File: config.mk
export PLATFORM = sky130hd
export DESIGN_NAME = jam_cost_server
export DESIGN_NICKNAME = d
export VERILOG_FILES = /design/src/rtl/jam_cost_server.sv
export SDC_FILE = /design/constraint.sdc
export NUM_CORES = 1
export LEC_CHECK = 0
export ABC_AREA = 1
export CAP_MARGIN = 20
export CORE_UTILIZATION = 52
export DETAILED_ROUTE_END_ITERATION = 10
export HOLD_SLACK_MARGIN = 0.02
export PLACE_DENSITY = 0.71
export SYNTH_ARGS = -nofsm -noshare
export SYNTH_HDL_FRONTEND = slang
export SYNTH_SLANG_ARGS = --single-unit
File: constraint.sdc
create_clock -name CLK -period 1.8 [get_ports CLK]
set_input_delay 0.36 -clock CLK [delete_from_list [all_inputs] [get_ports CLK]]
set_output_delay 0.36 -clock CLK [all_outputs]
set_load 0.01 [all_outputs]
File: src/rtl/jam_cost_server.sv
// Responder for the JAM cost-query interface: 8x8 cost table loaded by a valid/ready stream, async query read, result capture.
// Optional query-change counter output query_cnt is built only when JCS_QUERY_CNT_EN is defined.
module jam_cost_server #(
    parameter int CW  = 7,
    parameter int QCW = 16
) (
    input  logic          CLK,
    input  logic          RST,
    input  logic          load_valid,
    input  logic [CW-1:0] load_data,
    output logic          load_ready,
    input  logic          reload,
    input  logic [2:0]    W,
    input  logic [2:0]    J,
    output logic [CW-1:0] Cost,
    input  logic          Valid,
    input  logic [3:0]    MatchCount,
    input  logic [9:0]    MinCost,
    output logic          table_rdy,
    output logic          done,
    output logic [3:0]    res_match,
    output logic [9:0]    res_min,
    output logic          proto_err
`ifdef JCS_QUERY_CNT_EN
    ,
    output logic [QCW-1:0] query_cnt
`endif
);

    typedef enum logic [1:0] {
        S_EMPTY   = 2'd0,
        S_LOADING = 2'd1,
        S_READY   = 2'd2,
        S_DONE    = 2'd3
    } state_t;

    state_t        state;
    logic [5:0]    load_ptr;
    logic [CW-1:0] cost_tab [64];
    logic          beat;
    logic          in_load_phase;
    logic          in_query_phase;

    // reload takes priority over a coincident load beat, so the beat is dropped
    assign beat           = load_valid & load_ready & ~reload;
    assign in_load_phase  = (state == S_EMPTY) || (state == S_LOADING);
    assign in_query_phase = (state == S_READY) || (state == S_DONE);

    // Table storage is plain RAM: written by accepted beats, never reset
    always_ff @(posedge CLK) begin
        if (beat) begin
            cost_tab[load_ptr] <= load_data;
        end
    end

    always_comb begin
        Cost = '0;
        if (table_rdy) begin
            Cost = cost_tab[{W, J}];
        end
    end

    always_ff @(posedge CLK or posedge RST) begin
        if (RST) begin
            state      <= S_EMPTY;
            load_ptr   <= '0;
            load_ready <= 1'b1;
            table_rdy  <= 1'b0;
            done       <= 1'b0;
            res_match  <= '0;
            res_min    <= '0;
            proto_err  <= 1'b0;
        end else begin
            if ((Valid && in_load_phase) || (load_valid && in_query_phase)) begin
                proto_err <= 1'b1;
            end
            if (reload) begin
                state      <= S_EMPTY;
                load_ptr   <= '0;
                load_ready <= 1'b1;
                table_rdy  <= 1'b0;
                done       <= 1'b0;
            end else begin
                case (state)
                    S_EMPTY, S_LOADING: begin
                        if (beat) begin
                            load_ptr <= load_ptr + 6'd1;
                            if (load_ptr == 6'd63) begin
                                state      <= S_READY;
                                load_ready <= 1'b0;
                                table_rdy  <= 1'b1;
                            end else begin
                                state <= S_LOADING;
                            end
                        end
                    end
                    S_READY: begin
                        if (Valid) begin
                            state     <= S_DONE;
                            done      <= 1'b1;
                            res_match <= MatchCount;
                            res_min   <= MinCost;
                        end
                    end
                    default: begin
                    end
                endcase
            end
        end
    end

`ifdef JCS_QUERY_CNT_EN
    logic [5:0] prev_wj;
    logic       was_ready;

    // A change is counted against the previous posedge sample; entering READY always counts
    always_ff @(posedge CLK or posedge RST) begin
        if (RST) begin
            query_cnt <= '0;
            prev_wj   <= '0;
            was_ready <= 1'b0;
        end else begin
            prev_wj   <= {W, J};
            was_ready <= (state == S_READY);
            if (reload) begin
                query_cnt <= '0;
            end else if ((state == S_READY) && (!was_ready || ({W, J} != prev_wj))
                         && (query_cnt != {QCW{1'b1}})) begin
                query_cnt <= query_cnt + 1'b1;
            end
        end
    end
`endif

endmodule
; Word level (Yosys, flattened, before mapping)
; Memory sizes are Yosys's and may differ from the RTL's.
; Cells that the tools add are included.
[totals]
regBits = 26
ram_bits = 448
input_bits = 32
out_inout_bits = 25
word_cells = 59
memories = 1
[mem_list]
columns = memory, words, word_bits, read_ports, rd_ports_with_merged_regs, write_ports, line
row1 = cost_tab, 64, 7, 1, 0, 1, 39  ; logic [CW-1:0] cost_tab [64];
[op_classes]
addsub = 1
n_eq_ne = 6
n_mux = 22
bitwise_logic = 3
reduce_logical = 18
[ops]
columns = operator, count
row1 = two-way mux 6 bit, 3
row2 = two-way mux 1 bit, 13
row3 = nonzero test 2 bit, 5
row4 = AND reduction 3 bit, 3
row5 = two-way mux 2 bit, 4
row6 = two-way mux 7 bit, 1
row7 = "adder 6 x 1 -> 6 bit, second input constant", 1
row8 = "equality test 6 bit, second input constant", 1
row9 = "inequality test 3 bit, second input constant", 2
row10 = "equality test 2 bit, second input constant", 2
row11 = case mux 2 bit (2 select lines), 1
row12 = AND reduction 2 bit, 2
row13 = logical OR 1 bit, 3
row14 = nonzero test 3 bit, 1
row15 = bitwise AND 1 bit, 2
row16 = "equality test 2 x 1 -> 1 bit, second input constant", 1
row17 = logical AND 1 bit, 2
row18 = zero test 2 bit, 1
row19 = OR reduction 2 bit, 1
row20 = inverter 1 bit, 1

; Longest topological paths before layout
[depth]
depth_word = 5
ltp_mapped = 12
ltp_nobuf = 9

; Worst setup path after synthesis
; No wires, ideal clock.
[synth_path]
path_type = reg2reg
start = reg load_ready
end = mem cost_tab[14][0], enable pin
setup_time_ps = 360
arrival_time_ps = 1530
setup_slack_ps = -90
stages_incl_launch_ff = 5
n_path_buf = 0
period_less_slack_ps = 1890
cell_sequence = dfstp_2 nand2_1 nor3_1 nand3_1 nor2_1
[synth_between]
elab_chain_len = 4
[synth_rtl]
columns = element, line
row1 = "start, declared", 11  ; output logic load_ready,
row2 = "start signal, assigned", 67  ; load_ready <= 1'b1;
row3 = "start signal, assigned", 80  ; load_ready <= 1'b1;
row4 = "start signal, assigned", 90  ; load_ready <= 1'b0;
row5 = bitwise AND 1 bit (2 in series), 45  ; assign beat = load_valid & load_ready & ~reload;
row6 = two-way mux 1 bit, 51  ; if (beat) begin
row7 = two-way mux 1 bit (not written as such), 52  ; cost_tab[load_ptr] <= load_data;
row8 = "end, declared", 39
; No other way between the ends.

; Worst setup path in the final report
[layout_path]
start = mem cost_tab[3][4]
end = out Cost[4]
[layout_between]
elab_chain_len = 2
[layout_rtl]
columns = element, line
row1 = memory (64 x 7 bit), n/a
row2 = two-way mux 7 bit, 58  ; if (table_rdy) begin
row3 = "end, declared", 15  ; output logic [CW-1:0] Cost,
; No other way between the ends.

==> flow_summary.rst <==
.. list-table::
   :header-rows: 1

   * - Metric
     - Value
   * - Clock transition at the registers of the reported paths
     - 0.07 ns
   * - Remaining global-route overflow
     - 0
   * - Count of mapped cells out of synthesis
     - 1,679
   * - Crit-path max FO
     - 1
   * - Worst setup SP type
     - flip-flop
   * - Drc violations
     - 0
   * - Share of the core filled with cells
     - 68.4%
   * - Largest incremental delay on the critical path
     - 0.33 ns
   * - Number of distinct standard cells referenced by the synthesized netlist
     - 24
   * - Dominant cells by area after synthesis
     - edfxtp_1, nand2_1, nand3_1
   * - GRT Resource Usage Total
     - 29.0%
   * - Mean instance size in the synthesized netlist
     - 11.6 um^2
   * - Cell area reported after detailed placement
     - 21,700 um^2
   * - Die Y
     - 196 um
   * - Final design instance area without fill
     - 25,200 um^2
   * - Initial Util
     - 53.0%
   * - Arrival time worst endpoint
     - 1.94 ns
   * - Clk sink count
     - 474
   * - Total power per unit cell area
     - 942 nW/um^2
   * - Count of buffers inserted at the top-level ports
     - 56
   * - Number of nets with antenna violations after detailed routing
     - 0
   * - Transition at the pin with the smallest max-transition slack
     - 0.571 ns
   * - Critical R2R Launch
     - load_ready$_DFFE_PP1P_
   * - RSZ-0062 raised after global routing
     - true
   * - Cell type with the highest aggregate area in the netlist
     - edfxtp_1
   * - CTS root buf
     - clkbuf_16
   * - Path category of the worst min-delay check
     - in2async
   * - Hold-fix buffers at CTS
     - 0
   * - H-Tree Depth
     - 2
   * - Cell seen most often among critical-path stages
     - nand3_2
   * - Number of buffers created by CTS
     - 48
   * - First-pass GRT wire length
     - 82,700 um
   * - Floorplan die area
     - 38,300 um^2
   * - WL final
     - 55,000 um
   * - Half-perimeter wire length after placement
     - 30,100 um
   * - Synth top area share
     - 69.0%
   * - Number of max-capacitance violations reported
     - 0
   * - Wire per inst
     - 23.0 um
   * - Avg Vias per Cell
     - 5.98
   * - Worst-path cell chain
     - nand2_1 -> nand3_2 -> nand3_2 -> nand2_2 -> nand2_1 -> nand3_2 -> nand3_4 -> a21oi_4 -> buf_6
   * - Area of the multi-input gates
     - 5820 um^2
   * - Yosys Warn Count
     - 0
   * - Peak VDD IR
     - 794 uV
   * - Worst EP required
     - 1.44 ns
   * - Worst path slowest cell
     - edfxtp_1
   * - Cell Rows
     - 70
   * - Net count reported at finish
     - 1,919
   * - Fraction of final layout cells with drive strength greater than 1
     - 27.1%
   * - Hold Worst Slack
     - 0.0435 ns
   * - Relative area change from synthesis to final layout
     - 29.1%
   * - Maximum clock rate
     - 435 MHz
   * - Number of inserted filler cells in the final layout
     - 2,401
   * - Critical path buffers and inverters
     - 1
   * - Synthesized net count
     - 1,712
   * - Clock network latency to the later pin of the worst-skew pair
     - 0.56 ns
   * - Setup Skew
     - 0.0139 ns
   * - Start-to-end type of the worst setup path
     - reg2out
   * - Final max-slew violation count
     - 0
   * - Failing checks
     - negative setup slack
   * - Total area of sequential cells
     - 14,100 um^2
   * - Pre-antenna DRT Iters
     - 5
   * - Via count of the routed design
     - 14,289
   * - Final cycle utilization of the critical path
     - 128%
   * - Maximum clock path buffer count
     - 3
   * - Drt initial violations
     - 1,720
   * - Placed instance count
     - 2,273
   * - Final setup violation count
     - 12
   * - Critical Path End Type
     - output port
   * - Hold Vio Cnt, Final
     - 0
   * - Die extent in x
     - 196 um
   * - TritonCTS clock tree
     - built
   * - Setup slack of the most critical reg-to-reg path
     - -0.01 ns
   * - Worst max-slew margin expressed relative to the limit
     - 61.9%
   * - Cell area after synthesis
     - 19,500 um^2
   * - Number of antenna violations at the first check in global routing
     - 1
   * - Core Box Area
     - 36,800 um^2
   * - Static power due to leakage
     - 9.49 nW
   * - Share of the yosys chip area belonging to registers
     - 72.4%
   * - Pin count of the biggest net entering global routing
     - 65
   * - Count of inserted antenna diode cells
     - 0
   * - Worst Reg-to-Reg Cells
     - 7
   * - Top-Level Pins
     - 57
   * - Final period demand of the worst path
     - 2.30 ns
   * - Filler-free cell count of the finished design
     - 2,391
   * - Placer congestion estimate
     - 0.909
   * - Cell family with most CP delay
     - simple AND/OR/NAND/NOR gates
   * - Number of global-route vias before repair
     - 14,386
   * - Final worst-path setup slack
     - -0.501 ns
   * - FF-to-FF End
     - cost_tab[62][3]$_DFFE_PP_
   * - Number of synthesized register bits
     - 474
   * - Status
     - finished with violations
registers in the layout (all words and copies together), names as in the netlist, 2 cells and up:
name / count
cost_tab: 448
load_ptr: 6
res_match: 4
res_min: 10
state: 2
cell usage after synthesis:
cell type / number
edfxtp_1: 448
buf_4: 12
buf_2: 53
nor3_1: 3
nor2_1: 77
o22ai_1: 1
clkinv_1: 1
o21a_1: 1
nor4_1: 1
inv_2: 1
nand2_1: 577
nand3_1: 392
a21oi_1: 13
inv_6: 1
mux2_2: 14
clkbuf_1: 11
o21ai_0: 6
inv_1: 19
ha_1: 1
xor2_1: 1
buf_6: 14
buf_1: 6
dfstp_2: 1
dfrtp_1: 25
cell usage in the layout (no fill, tap or decap), drive strengths merged, types with 14 or more instances in the layout:
cell | synthesis | final
mux2 | 14 | 14
nand3 | 392 | 392
inv | 21 | 20
nor2 | 77 | 77
dfrtp | 25 | 25
clkinv | 1 | 18
nand2 | 577 | 577
clkbuf | 11 | 63
clkdlybuf4s50 | 0 | 21
buf | 85 | 208
dlygate4sd2 | 0 | 16
edfxtp | 448 | 448
layout make-up:
class                   instances  area share, %
well taps                     468           2.33
clock inverters                25          0.820
clock buffers                  62           5.11
flip-flops and latches        474           56.1
repair inverters                1         0.0646
inverters                      22          0.457
repair buffers                252           12.0
multi-input cells            1087           23.1
layer usage:
metal  global-route usage (%)  vias up  wire length, um
li1                         -     6312                -
met1                     37.7     6877            20100
met2                     47.3      916            26400
met3                     4.94      184             5800
met4                     14.5        0             2750
met5                        0        -                0
power breakdown:
part	internal, mW	total [mW]	switching (mW)
Combinational	0.776	2.05	1.28
Sequential	12.1	12.1	0.0262
Clock	5.46	9.51	4.05
cell families after synthesis:
family,count (synthesis),synth area share [%]
and+or+nand+nor,1050,22.8
DFF,474,72.4
adders and majority gates,1,0.0642
AOI/OAI and AO/OA,21,0.558
buffers and inverters,118,3.41
xor gates and xnor gates,1,0.0449
muxes,14,0.809
worst max path at each step:
stage,start,cells past startpoint,slack (ns),end
floorplan,load_ready$_DFFE_PP1P_,4,-0.09,cost_tab[14][0]$_DFFE_PP_
global placement,J[1],12,-1.08,Cost[5]
detailed placement,J[1],12,-1.11,Cost[5]
CTS,cost_tab[63][3]$_DFFE_PP_,9,-0.45,Cost[3]
global route,J[0],13,-0.55,Cost[1]
finish,cost_tab[3][4]$_DFFE_PP_,9,-0.50,Cost[4]
what timing repair did:
| item | 4_1_cts | 5_1_grt |
|---|---|---|
| buffers inserted | 13 | 3 |
| gates resized for setup | 196 | 197 |
| pin swaps | 61 | 42 |
| gates cloned | 17 | 0 |
| endpoints found under the setup margin | 62 | 430 |
metrics by stage:
step | worst slack (ns) | TNS, ns | power, mW
final | -0.501 | -3.34 | 23.7
after floorplan | -0.0905 | -13.31 | 13.2
after CTS | -0.450 | -2.94 | 23.6
after global placement | -1.08 | -129.16 | 13.9
after detailed placement | -1.11 | -149.82 | 13.9
after global routing | -0.553 | -6.64 | 24.3
No activity file was read; power rests on OpenSTA's default activity.
